$ cat config.mk
export PLATFORM = sky130hd
export DESIGN_NAME = diff_drive_sequencer
export DESIGN_NICKNAME = d
export VERILOG_FILES = /design/src/rtl/diff_drive_sequencer_pkg.sv /design/src/rtl/diff_drive_sequencer_channel.sv /design/src/rtl/diff_drive_sequencer.sv
export SDC_FILE = /design/constraint.sdc
export NUM_CORES = 1
export LEC_CHECK = 0
export CAP_MARGIN = 0
export CORE_AREA = 4 4 102 104
export DETAILED_ROUTE_END_ITERATION = 7
export DIE_AREA = 0 0 106 108
export HOLD_SLACK_MARGIN = 0.1
export PLACE_DENSITY = 0.67
export SYNTH_ARGS = -nofsm -noshare
export SYNTH_HDL_FRONTEND = slang
export SYNTH_SLANG_ARGS = --single-unit
$ cat constraint.sdc
create_clock -name clk -period 4.3 [get_ports clk]
set_input_delay 1.075 -clock clk [delete_from_list [all_inputs] [get_ports clk]]
set_output_delay 1.075 -clock clk [all_outputs]
set_load 0.05 [all_outputs]
$ cat src/rtl/diff_drive_sequencer_pkg.sv
// Shared definitions for the two-channel drive sequencer: op codes, direction
// levels, FSM states and the per-op channel target table.
package diff_drive_sequencer_pkg;

    typedef enum logic [2:0] {
        OP_STOP   = 3'd0,
        OP_FWD    = 3'd1,
        OP_LEFT   = 3'd2,
        OP_RIGHT  = 3'd3,
        OP_ROTATE = 3'd4
    } op_e;

    localparam logic DIR_FWD = 1'b0;
    localparam logic DIR_REV = 1'b1;

    typedef enum logic [1:0] {
        ST_IDLE  = 2'd0,
        ST_RUN_T = 2'd1,
        ST_RUN_C = 2'd2
    } state_e;

    typedef struct packed {
        logic drive_l;
        logic drive_r;
        logic dir_l;
        logic dir_r;
    } op_targets_t;

    function automatic op_e decode_op(input logic [2:0] code);
        op_e op;
        case (code)
            3'd1:    op = OP_FWD;
            3'd2:    op = OP_LEFT;
            3'd3:    op = OP_RIGHT;
            3'd4:    op = OP_ROTATE;
            default: op = OP_STOP;
        endcase
        return op;
    endfunction

    function automatic op_targets_t op_targets(input op_e op);
        op_targets_t t;
        case (op)
            OP_FWD:    t = '{drive_l: 1'b1, drive_r: 1'b1, dir_l: DIR_FWD, dir_r: DIR_FWD};
            OP_LEFT:   t = '{drive_l: 1'b0, drive_r: 1'b1, dir_l: DIR_FWD, dir_r: DIR_FWD};
            OP_RIGHT:  t = '{drive_l: 1'b1, drive_r: 1'b0, dir_l: DIR_FWD, dir_r: DIR_FWD};
            OP_ROTATE: t = '{drive_l: 1'b1, drive_r: 1'b1, dir_l: DIR_FWD, dir_r: DIR_REV};
            default:   t = '{drive_l: 1'b0, drive_r: 1'b0, dir_l: DIR_FWD, dir_r: DIR_FWD};
        endcase
        return t;
    endfunction

endpackage

$ cat src/rtl/diff_drive_sequencer_channel.sv
// One PWM output with slew-limited duty ramping and a direction bit that only
// flips while the channel is fully stopped.
module pwm_ramp_channel
    import diff_drive_sequencer_pkg::*;
#(
    parameter int unsigned PWM_W     = 8,
    parameter int unsigned RAMP_STEP = 16
) (
    input  logic             clk,
    input  logic             rst,
    input  logic [PWM_W-1:0] target,
    input  logic             tdir,
    input  logic             boundary,
    input  logic [PWM_W-1:0] pcnt,
    input  logic             estop,
    output logic             pwm,
    output logic             dir,
    output logic             duty_is_zero
);

    localparam logic [PWM_W:0] STEP =
        (PWM_W+1)'((RAMP_STEP > (1 << PWM_W)) ? (1 << PWM_W) : RAMP_STEP);

    logic [PWM_W-1:0] duty, duty_nxt;
    logic             dir_nxt;
    logic [PWM_W:0]   goal_x, duty_x, step_x;

    // A pending reversal drags the goal to zero; the flip itself happens at a
    // boundary that already sees zero duty, so ramp-up starts one period later.
    always_comb begin
        goal_x   = (tdir != dir) ? '0 : {1'b0, target};
        duty_x   = {1'b0, duty};
        duty_nxt = duty;
        dir_nxt  = dir;
        if (goal_x > duty_x)
            step_x = ((goal_x - duty_x) > STEP) ? (duty_x + STEP) : goal_x;
        else
            step_x = ((duty_x - goal_x) > STEP) ? (duty_x - STEP) : goal_x;
        if (estop) begin
            duty_nxt = '0;
        end else if (boundary) begin
            duty_nxt = step_x[PWM_W-1:0];
            if ((tdir != dir) && (duty == '0))
                dir_nxt = tdir;
        end
    end

    always_ff @(posedge clk or negedge rst) begin
        if (!rst) begin
            duty <= '0;
            dir  <= DIR_FWD;
        end else begin
            duty <= duty_nxt;
            dir  <= dir_nxt;
        end
    end

    assign pwm          = (pcnt < duty);
    assign duty_is_zero = (duty == '0);

endmodule

$ cat src/rtl/diff_drive_sequencer.sv
// Two-motor drive sequencer: command handshake, manoeuvre timer, PWM period
// counter and two ramped PWM channels.
module diff_drive_sequencer
    import diff_drive_sequencer_pkg::*;
#(
    parameter int unsigned PWM_W     = 8,
    parameter int unsigned TIME_W    = 6,
    parameter int unsigned RAMP_STEP = 16
) (
    input  logic              clk,
    input  logic              rst,
    input  logic              estop,
    input  logic              cmd_valid,
    output logic              cmd_ready,
    input  logic [2:0]        cmd_op,
    input  logic [TIME_W-1:0] cmd_time,
    input  logic [PWM_W-1:0]  duty_max,
    output logic              motorL,
    output logic              motorR,
    output logic              dirL,
    output logic              dirR,
    output logic              busy,
    output logic              done
);

    localparam logic [PWM_W-1:0] PCNT_LAST = PWM_W'((1 << PWM_W) - 2);
    localparam logic [TIME_W:0]  TIMER_ONE = (TIME_W+1)'(1);

    logic [PWM_W-1:0] pcnt;
    logic             boundary;
    logic             alive;
    logic             accept;
    state_e           state, state_nxt;
    logic [TIME_W:0]  timer, timer_nxt;
    logic [PWM_W-1:0] tgt_l, tgt_r, tgt_l_nxt, tgt_r_nxt;
    logic             tdir_l, tdir_r, tdir_l_nxt, tdir_r_nxt;
    op_e              op;
    op_targets_t      req;
    logic             zero_l, zero_r;

    always_ff @(posedge clk or negedge rst) begin
        if (!rst) begin
            pcnt  <= '0;
            alive <= 1'b0;
        end else begin
            pcnt  <= (pcnt == PCNT_LAST) ? '0 : pcnt + 1'b1;
            alive <= 1'b1;
        end
    end

    assign boundary = (pcnt == '0);

    always_ff @(posedge clk or negedge rst) begin
        if (!rst) begin
            state  <= ST_IDLE;
            timer  <= '0;
            tgt_l  <= '0;
            tgt_r  <= '0;
            tdir_l <= DIR_FWD;
            tdir_r <= DIR_FWD;
        end else begin
            state  <= state_nxt;
            timer  <= timer_nxt;
            tgt_l  <= tgt_l_nxt;
            tgt_r  <= tgt_r_nxt;
            tdir_l <= tdir_l_nxt;
            tdir_r <= tdir_r_nxt;
        end
    end

    // The timer is loaded one above the duration and never decremented on the
    // accept edge, so the count always begins at the first boundary after it.
    always_comb begin
        op         = decode_op(cmd_op);
        req        = op_targets(op);
        cmd_ready  = alive && !estop && (state != ST_RUN_T);
        accept     = cmd_valid && cmd_ready;
        done       = 1'b0;
        state_nxt  = state;
        timer_nxt  = timer;
        tgt_l_nxt  = tgt_l;
        tgt_r_nxt  = tgt_r;
        tdir_l_nxt = tdir_l;
        tdir_r_nxt = tdir_r;
        if (estop) begin
            state_nxt  = ST_IDLE;
            timer_nxt  = '0;
            tgt_l_nxt  = '0;
            tgt_r_nxt  = '0;
            tdir_l_nxt = DIR_FWD;
            tdir_r_nxt = DIR_FWD;
        end else if (accept) begin
            tgt_l_nxt  = req.drive_l ? duty_max : '0;
            tgt_r_nxt  = req.drive_r ? duty_max : '0;
            tdir_l_nxt = req.dir_l;
            tdir_r_nxt = req.dir_r;
            if (cmd_time != '0) begin
                state_nxt = ST_RUN_T;
                timer_nxt = {1'b0, cmd_time} + TIMER_ONE;
            end else begin
                state_nxt = (op == OP_STOP) ? ST_IDLE : ST_RUN_C;
                timer_nxt = '0;
            end
        end else if ((state == ST_RUN_T) && boundary) begin
            if (timer == TIMER_ONE) begin
                done       = 1'b1;
                state_nxt  = ST_IDLE;
                timer_nxt  = '0;
                tgt_l_nxt  = '0;
                tgt_r_nxt  = '0;
                tdir_l_nxt = DIR_FWD;
                tdir_r_nxt = DIR_FWD;
            end else begin
                timer_nxt = timer - TIMER_ONE;
            end
        end
    end

    pwm_ramp_channel #(.PWM_W(PWM_W), .RAMP_STEP(RAMP_STEP)) u_left (
        .clk          (clk),
        .rst          (rst),
        .target       (tgt_l),
        .tdir         (tdir_l),
        .boundary     (boundary),
        .pcnt         (pcnt),
        .estop        (estop),
        .pwm          (motorL),
        .dir          (dirL),
        .duty_is_zero (zero_l)
    );

    pwm_ramp_channel #(.PWM_W(PWM_W), .RAMP_STEP(RAMP_STEP)) u_right (
        .clk          (clk),
        .rst          (rst),
        .target       (tgt_r),
        .tdir         (tdir_r),
        .boundary     (boundary),
        .pcnt         (pcnt),
        .estop        (estop),
        .pwm          (motorR),
        .dir          (dirR),
        .duty_is_zero (zero_r)
    );

    assign busy = (state != ST_IDLE) || !zero_l || !zero_r;

endmodule

Word level (Yosys, flattened, before mapping) --
Index checks and enable logic that the tools add are counted.
Storage, ports and cells: register bits 54, input bits 21, logic and storage cells 113
Operators by class: $add $sub $neg 11, magnitude comparators 8, equal/unequal tests 14, mux-type cells 44, bitwise operators 1, reduce and logical (&&, ||, !) cells 23
Operator list (count):
- 2-to-1 mux 8 bit | 21
- greater-than comparator 9 x 5 -> 1 bit, second input constant | 4
- 2-to-1 mux 7 bit | 5
- zero test 8 bit | 3
- greater-than comparator 9 x 8 -> 1 bit | 2
- subtractor 8 x 9 -> 9 bit | 2
- subtractor 9 x 8 -> 9 bit | 2
- adder 8 x 5 -> 8 bit, second input constant | 2
- < comparator 8 bit | 2
- case mux 4 bit (4 select lines) | 1
- subtractor 8 x 5 -> 8 bit, second input constant | 2
- equality test 3 x 2 -> 1 bit, second input constant | 4
- 2-to-1 mux 2 bit | 6
- case mux 3 bit (4 select lines) | 1
- 2-to-1 mux 1 bit | 10
- adder 8 x 1 -> 8 bit, second input constant | 1
- equality test 8 bit, second input constant | 1
- adder 6 x 1 -> 7 bit, second input constant | 1
- equality test 7 x 1 -> 1 bit, second input constant | 1
- subtractor 7 x 1 -> 7 bit, second input constant | 1
- equality test 3 x 1 -> 1 bit, second input constant | 2
- equality test 3 bit, second input constant | 2
- logical AND 1 bit | 6
- AND reduction 3 bit | 2
- other kinds (11) | 17

Logic depth before layout (Yosys ltp) --
depth in word-level cells 8, depth in mapped cells 16, depth with buffers taken out 13

By module --
From an unflattened synthesis, not the netlist that was laid out.
Unflattened totals: cell total of the unflattened synthesis 634, area total of the unflattened synthesis 5561.6 sq um
By module, submodules not included:
- pwm_ramp_channel | times used 2, cells an instance 230, area an instance 1861.8 sq um
- diff_drive_sequencer | times used 1, cells an instance 174, area an instance 1838.0 sq um

Least setup slack after synthesis --
OpenSTA, ideal clock, no wires.
path type input-to-output, start in estop, end out done, data arrival time 2.794 ns, data required time 3.225 ns, slack 0.431 ns, stages on the path 2, buffers on the path 1, cell sequence buf_2 > nor4_1
Between the ends: cells in the longest elaborated chain, start to end 6
RTL lines:
- start: declaration | RTL line diff_drive_sequencer.sv:12 | input logic estop,
- zero test 1 bit | RTL line diff_drive_sequencer.sv:76 | cmd_ready = alive && !estop && (state != ST_RUN_T);
- logical AND 1 bit (2 in a row) | RTL line diff_drive_sequencer.sv:76
- logical AND 1 bit | RTL line diff_drive_sequencer.sv:77 | accept = cmd_valid && cmd_ready;
- 2-to-1 mux 1 bit | RTL line diff_drive_sequencer.sv:92 | end else if (accept) begin
- 2-to-1 mux 1 bit (*) | RTL line diff_drive_sequencer.sv:85 | if (estop) begin
- end: declaration | RTL line diff_drive_sequencer.sv:23 | output logic done
Every way passes the cells marked *; elsewhere a longest branch is shown, timed or not.

Worst setup path after layout --
start reg u_right.duty[5], end out busy
Between the ends: cells in the longest elaborated chain, start to end 3
RTL lines:
- start: declaration | RTL line diff_drive_sequencer_channel.sv:24 | logic [PWM_W-1:0] duty, duty_nxt;
- start signal: assignment | RTL line diff_drive_sequencer_channel.sv:53 | duty <= duty_nxt;
- zero test 8 bit | RTL line diff_drive_sequencer_channel.sv:59 | assign duty_is_zero = (duty == '0);
- zero test 1 bit | RTL line diff_drive_sequencer.sv:145 | assign busy = (state != ST_IDLE) || !zero_l || !zero_r;
- logical OR 1 bit | RTL line diff_drive_sequencer.sv:145
- end: declaration | RTL line diff_drive_sequencer.sv:22 | output logic busy,
Every way passes these cells.

==> results.txt <==
Die height: 108 um
Post-Route M1 WL: 5811 um
Final ANT Viol Nets: 0
Worst EP arrival: 3.00 ns
Max-cap viol count: 0
FILL cells: 914
TritonCTS clock tree: yes
Top sig layer: met4
Placement row count: 36
Worst Hold Class: reg2reg
Drt drc: 0
Max H-tree Level: 2
Flop pwr share: 0.374
Vias: 4251
GRT Total Usage: 0.2234
Post-synth ARST share: 1.000
IO buf count: 26
Min-delay src: timer[5]$_DFFE_PN0P_
CP Data Required Time: 3.22 ns
Initial antenna violation count: 0
Critical Path Most Common Cell: nand4_1
DIE WIDTH: 106 um
Post-synth EDFFs: 0
Core Util, Final: 0.5637
RSZ-0062 raised after global routing: no
Critical path class: reg2out
WL met2: 5794 um
Register area share after synthesis: 0.2660
Worst-path clk slew: 0.11 ns
Routed wire length: 12420 um
Clk_skew: 0.01694 ns
Synth warnings: 0
GPL Wtd Cong: 0.8937
First drt pass iteration count: 5
CP cell instances: inv_1 > ha_1 > nand4_1 > nor4_1 > nand4_1 > or4_1 > clkdlybuf4s50_1
Worst rel slew slack: 0.4972
Synthesized area: 4892 um^2
PostCTS Resize Cnt: 0
P_int: 896.9 uW
Met3 WL: 542 um
Multi-input logic area: 3329 um^2
Netlist cell types: 73
Num CTS Buffers: 5
Iter 0 DRT Violations: 206
CP Launch Type: flop
Sink Count: 52
Worst vdd ir: 0.2243 mV
Hold_buf cts: 0
Pins Over Slew Limit: 0
Final setup vio count: 0
Crit-path max cell delay: 0.73 ns
Post-Syn Nets: 649
Synth Flop Type: dfrtp_1
Crit-path max FO: 8
Share of layout cells above drive strength 1: 0.06091
Logic pwr share: 0.419
CTS root buffer: clkbuf_8
Antenna fix cells: 0
Area Overhead vs Synth: 10.03%
# IOs: 28
Status: finished, final reports clean
DP Wirelength: 9732 um
Crit path launch: u_right.duty[5]$_DFFE_PN0P_
Fmax: 245.3 MHz
Fin Setup TNS: 0 ns
Clock Path Buffers: 2
Number of synthesized register bits: 52
Register area: 1301 um^2
Switch share: 0.3912
Vias in the first global route: 4104
Final Hold Viols: 0
Wire per inst: 17.15 um
Hold_ws: 0.5152 ns
Crit share post-route: 0.9479
Overall Power: 1.473 mW
Worst R2R Start: u_right.dir$_DFFE_PN0P_
Syn avg cell area: 8.598 um^2
Grt total ovfl: 0
Crit end category: output port
Die area: 11450 um^2
P_leak: 2.487 nW
Mapped Cells: 569
Starting Density: 0.5123
Post-CTS Setup Bufs: 0
Worst skew pair latency: 0.33 ns
Clock share of power: 0.207
Via density: 5.872
Total core area: 9549 um^2
Slowest-stage cell, CP: clkdlybuf4s50_1
Final #Nets: 670
Power per standard cell area: 273.7 nW/um^2
Psw: 576.3 uW
First-pass GRT wire length: 20490 um
Period minus WS final: 4.076 ns
Largest net degree at the start of global routing: 28
Slew @ Worst Pin: 0.7541 ns
state kept, by name, summed over array words and instances (netlist names):
signal and count:
tgt_r 8, tdir_r 1, u_right.dir 1, alive 1, u_left.duty 8, u_right.duty 8, pcnt 8, tgt_l 8
state 2, timer 7
power groups by stage:
| stage | clock (mW) | sequential [mW] | combinational [mW] |
|---|---|---|---|
| CTS | 0.316 | 0.551 | 0.614 |
| floorplan | 0 | 0.550 | 0.481 |
| detailed placement | 0 | 0.560 | 0.612 |
| global placement | 0 | 0.559 | 0.601 |
| global route | 0.332 | 0.558 | 0.677 |
| finish | 0.304 | 0.552 | 0.617 |
worst max-delay path, delay by kind of cell, from the launching register on:
family,cells,cell delay [ns]
adder cells (fa/ha/maj),1,0.18
buffers and inverters,2,0.94
flip-flops,1,0.47
AND/OR/NAND/NOR,4,1.09
cell usage in the layout (no fill, tap or decap), types with 18 or more instances in the layout:
cell type / synthesis / routed
nand2_1: 39 / 39
ha_1: 58 / 58
nor2_1: 41 / 41
dfrtp_1: 52 / 52
nand3_1: 23 / 23
inv_1: 41 / 41
clkdlybuf4s50_1: 0 / 22
a21oi_1: 36 / 36
a22o_1: 22 / 22
o21ai_0: 19 / 19
xnor2_1: 18 / 18
a21o_1: 18 / 18
Yosys cell counts (8+ instances only):
| master | instances | share of area |
|---|---|---|
| xnor2_1 | 18 | 0.032 |
| a21oi_1 | 36 | 0.037 |
| dfrtp_1 | 52 | 0.27 |
| o21ai_0 | 19 | 0.019 |
| nand2_1 | 39 | 0.030 |
| xor2_1 | 14 | 0.025 |
| nor3_1 | 9 | 0.0092 |
| clkbuf_1 | 11 | 0.0084 |
| a21o_1 | 18 | 0.028 |
| inv_1 | 41 | 0.031 |
| nand3_1 | 23 | 0.024 |
| mux2i_1 | 13 | 0.027 |
| nand2b_1 | 15 | 0.019 |
| a22o_1 | 22 | 0.039 |
| or3_1 | 8 | 0.010 |
| nor2b_1 | 13 | 0.017 |
| ha_1 | 58 | 0.15 |
| nand4_1 | 9 | 0.012 |
| nor2_1 | 41 | 0.031 |
path summary, 6_finish.rpt:
kind | to | slack (ns) | cells past startpoint
min in group asynchronous | tgt_r[1]$_DFFE_PN0P_ | 0.76 | 1
max reg2reg | u_right.duty[4]$_DFFE_PN0P_ | 0.66 | 13
max | busy | 0.22 | 7
min reg2reg | timer[5]$_DFFE_PN0P_ | 0.52 | 1
max in group asynchronous | timer[0]$_DFFE_PN0P_ | 2.75 | 2
min | timer[5]$_DFFE_PN0P_ | 0.52 | 1
routing by layer:
metal  up-vias  global-route usage
li1       2102                   -
met1      2042              0.3091
met2        86              0.3611
met3        21             0.03224
met4         0             0.07586
met5         -                   0
metrics by stage:
stage	setup slack, ns	area, um^2	std cells
after floorplan	0.4309	4892	569
after global placement	0.5805	5286	716
after detailed placement	0.5625	5286	716
after CTS	0.1814	5380	724
after global routing	0.02968	5383	724
final	0.2241	5383	724
final cells by class:
cell class              count  share of cell area
clock inverters             3            0.004649
flip-flops and latches     52              0.2417
clock buffers               5             0.01278
well taps                 133             0.03092
inverters                  41             0.02859
repair buffers             34             0.06276
multi-input cells         456              0.6185
cells by family (layout without fill, tap and decap cells):
logic type | Yosys count | after routing | share of synthesized area
buffers and inverters | 61 | 83 | 0.05345
muxes | 14 | 14 | 0.02890
DFF | 52 | 52 | 0.2660
xor gates and xnor gates | 32 | 32 | 0.05729
adders and majority gates | 59 | 59 | 0.1524
and+or+nand+nor | 189 | 189 | 0.1990
other | 2 | 2 | 0.001535
AOI/OAI and AO/OA | 160 | 160 | 0.2414
Note: power is estimated with default switching activity, not from simulation.
==> variant, RTL diff (config.mk and constraints unchanged) <==
`PWM_W` is set to 8 in 2 places; all go to 9.
--- a/src/rtl/diff_drive_sequencer_channel.sv
+++ b/src/rtl/diff_drive_sequencer_channel.sv
@@ -3,7 +3,7 @@
 module pwm_ramp_channel
     import diff_drive_sequencer_pkg::*;
 #(
-    parameter int unsigned PWM_W     = 8,
+    parameter int unsigned PWM_W     = 9,
     parameter int unsigned RAMP_STEP = 16
 ) (
     input  logic             clk,
--- a/src/rtl/diff_drive_sequencer.sv
+++ b/src/rtl/diff_drive_sequencer.sv
@@ -3,7 +3,7 @@
 module diff_drive_sequencer
     import diff_drive_sequencer_pkg::*;
 #(
-    parameter int unsigned PWM_W     = 8,
+    parameter int unsigned PWM_W     = 9,
     parameter int unsigned TIME_W    = 6,
     parameter int unsigned RAMP_STEP = 16
 ) (
Interface: changed (resized duty_max); port bits go from 28 to 29. No check against the original RTL was run, so the function may have changed too.
==> variant against the unedited design <==
Power is 12% higher; highest routed layer unchanged; final cell count increased by 13%; wire length rose by 16%; worst hold slack worse by 14 ps; worst setup slack better by 290 ps; largest cell class unchanged; design area up 15%; area after synthesis is 15% higher; global-route usage up 3.7 points; sequential cell count increased by 5; synthesized cell count is 17% higher.
==> variant: results (changes against the unedited design) <==
synth_adder_area_share_pct: 13.9  # was 15.2%
cpMaxStageDelayCell: "dfrtp_1"  # was clkdlybuf4s50_1
path_delay_family: "compound AO/OA/AOI/OAI gates"  # was simple AND/OR/NAND/NOR gates
crit_fanout: 5  # was 8
grt_pass1_wl_um: 24000  # was 20500 um
startpoint: "u_left.duty[1]"  # was u_right.duty[5]
max_h_tree_level: 3  # was 2
initialDrtViolationCount: 291  # was 206
gp_congestion: 0.858  # was 0.894
drt_first_pass_iters: 6  # was 5
synth_area_leaders: "dfrtp_1 25%, ha_1 14%, nand2_1 3.8%, inv_1 3.5%, a32o_1 3.4%"  # was dfrtp_1 27%, ha_1 15%, a22o_1 3.9%, a21oi_1 3.7%, xnor2_1 3.2%
regToRegSetupSlack_ps: 550  # was 660 ps
rr_endpoint: "u_right.duty[7]"  # was u_right.duty[4]
period_minus_slack_ps: 3790  # was 4080 ps
synth_commonest_cells: "61 x ha_1, 57 x dfrtp_1, 57 x nand2_1"  # was 58 x ha_1, 52 x dfrtp_1, 41 x inv_1, 41 x nor2_1, 39 x nand2_1
ir_drop_mv: 0.273  # was 0.224 mV
worstSetupEndpoint: "motorL"  # was busy
critPathArrivalTime_ps: 2710  # was 3000 ps
clock_latency_ps: 350  # was 330 ps
pin_count_of_the_biggest_net_entering_global_routing: 33  # was 28
post_synth_xor_area_fraction_pct: 4.49  # was 5.73%
synth_fp_nets: 747  # was 649
p_leak_nw: 2.76  # was 2.49 nW
placed_cell_area_um2: 5960  # was 5290 um2
synthDistinctLibCells: 82  # was 73
fin_cells: 818  # was 724
synth_area_per_cell_um2: 8.48  # was 8.60 um2
run_status: "finished clean"  # unchanged
crit_path_max_incr_delay_ps: 460  # was 730 ps
clk_pin_slew_worst_paths_ps: 70  # was 110 ps
synth_compound_area_share_pct: 25.5  # was 24.1%
hpwl_um: 11200  # was 9730 um
finClkSkew_ps: 10.5  # was 16.9 ps
variant: logic make-up (layout without fill, tap and decap cells):
| family | Yosys count | in the layout |
|---|---|---|
| buffers and inverters | 80 | 102 |
| other | 2 | 2 |
| adders and majority gates | 62 | 62 |
| DFF | 57 | 57 |
| muxes | 18 | 18 |
| xor gates and xnor gates | 28 | 28 |
| and+or+nand+nor | 228 | 228 |
| AOI/OAI and AO/OA | 188 | 188 |
variant: cell type report:
type                    count  area, um2  area share (%)
flip-flops and latches     57       1430            23.0
clock buffers              12        155            2.51
repair buffers             34        333            5.38
multi-input cells         526       3840            62.0
inverters                  52        195            3.15
well taps                 133        166            2.69
clock inverters             4       75.1            1.21
variant: worst min-delay path by stage:
stage	cells past startpoint	slack, ps	start	end
2_1_floorplan	1	470	tgt_r[0]	tgt_r[0]
3_5_place_dp	1	490	tgt_r[8]	tgt_r[8]
6_report	1	500	tgt_r[8]	tgt_r[8]
4_1_cts	1	500	tgt_r[8]	tgt_r[8]
3_3_place_gp	1	490	tgt_r[0]	tgt_r[0]
5_1_grt	1	530	tgt_r[0]	tgt_r[0]
variant: report_power, final:
part | total [mW] | switching (mW) | internal (mW)
clock network | 0.584 | 0.226 | 0.358
logic | 0.467 | 0.264 | 0.203
registers | 0.596 | 0.0315 | 0.564
total | 1.65 | 0.522 | 1.12
variant: per-layer routing:
metal	wire length, um	track usage (%)	share of wire, %	up-vias
met1	6510	33.7	45	2491
li1	-	-	-	2453
met5	0	0	0	-
met4	308	9.16	2.1	0
met2	6840	43.5	48	143
met3	728	5.43	5.1	24
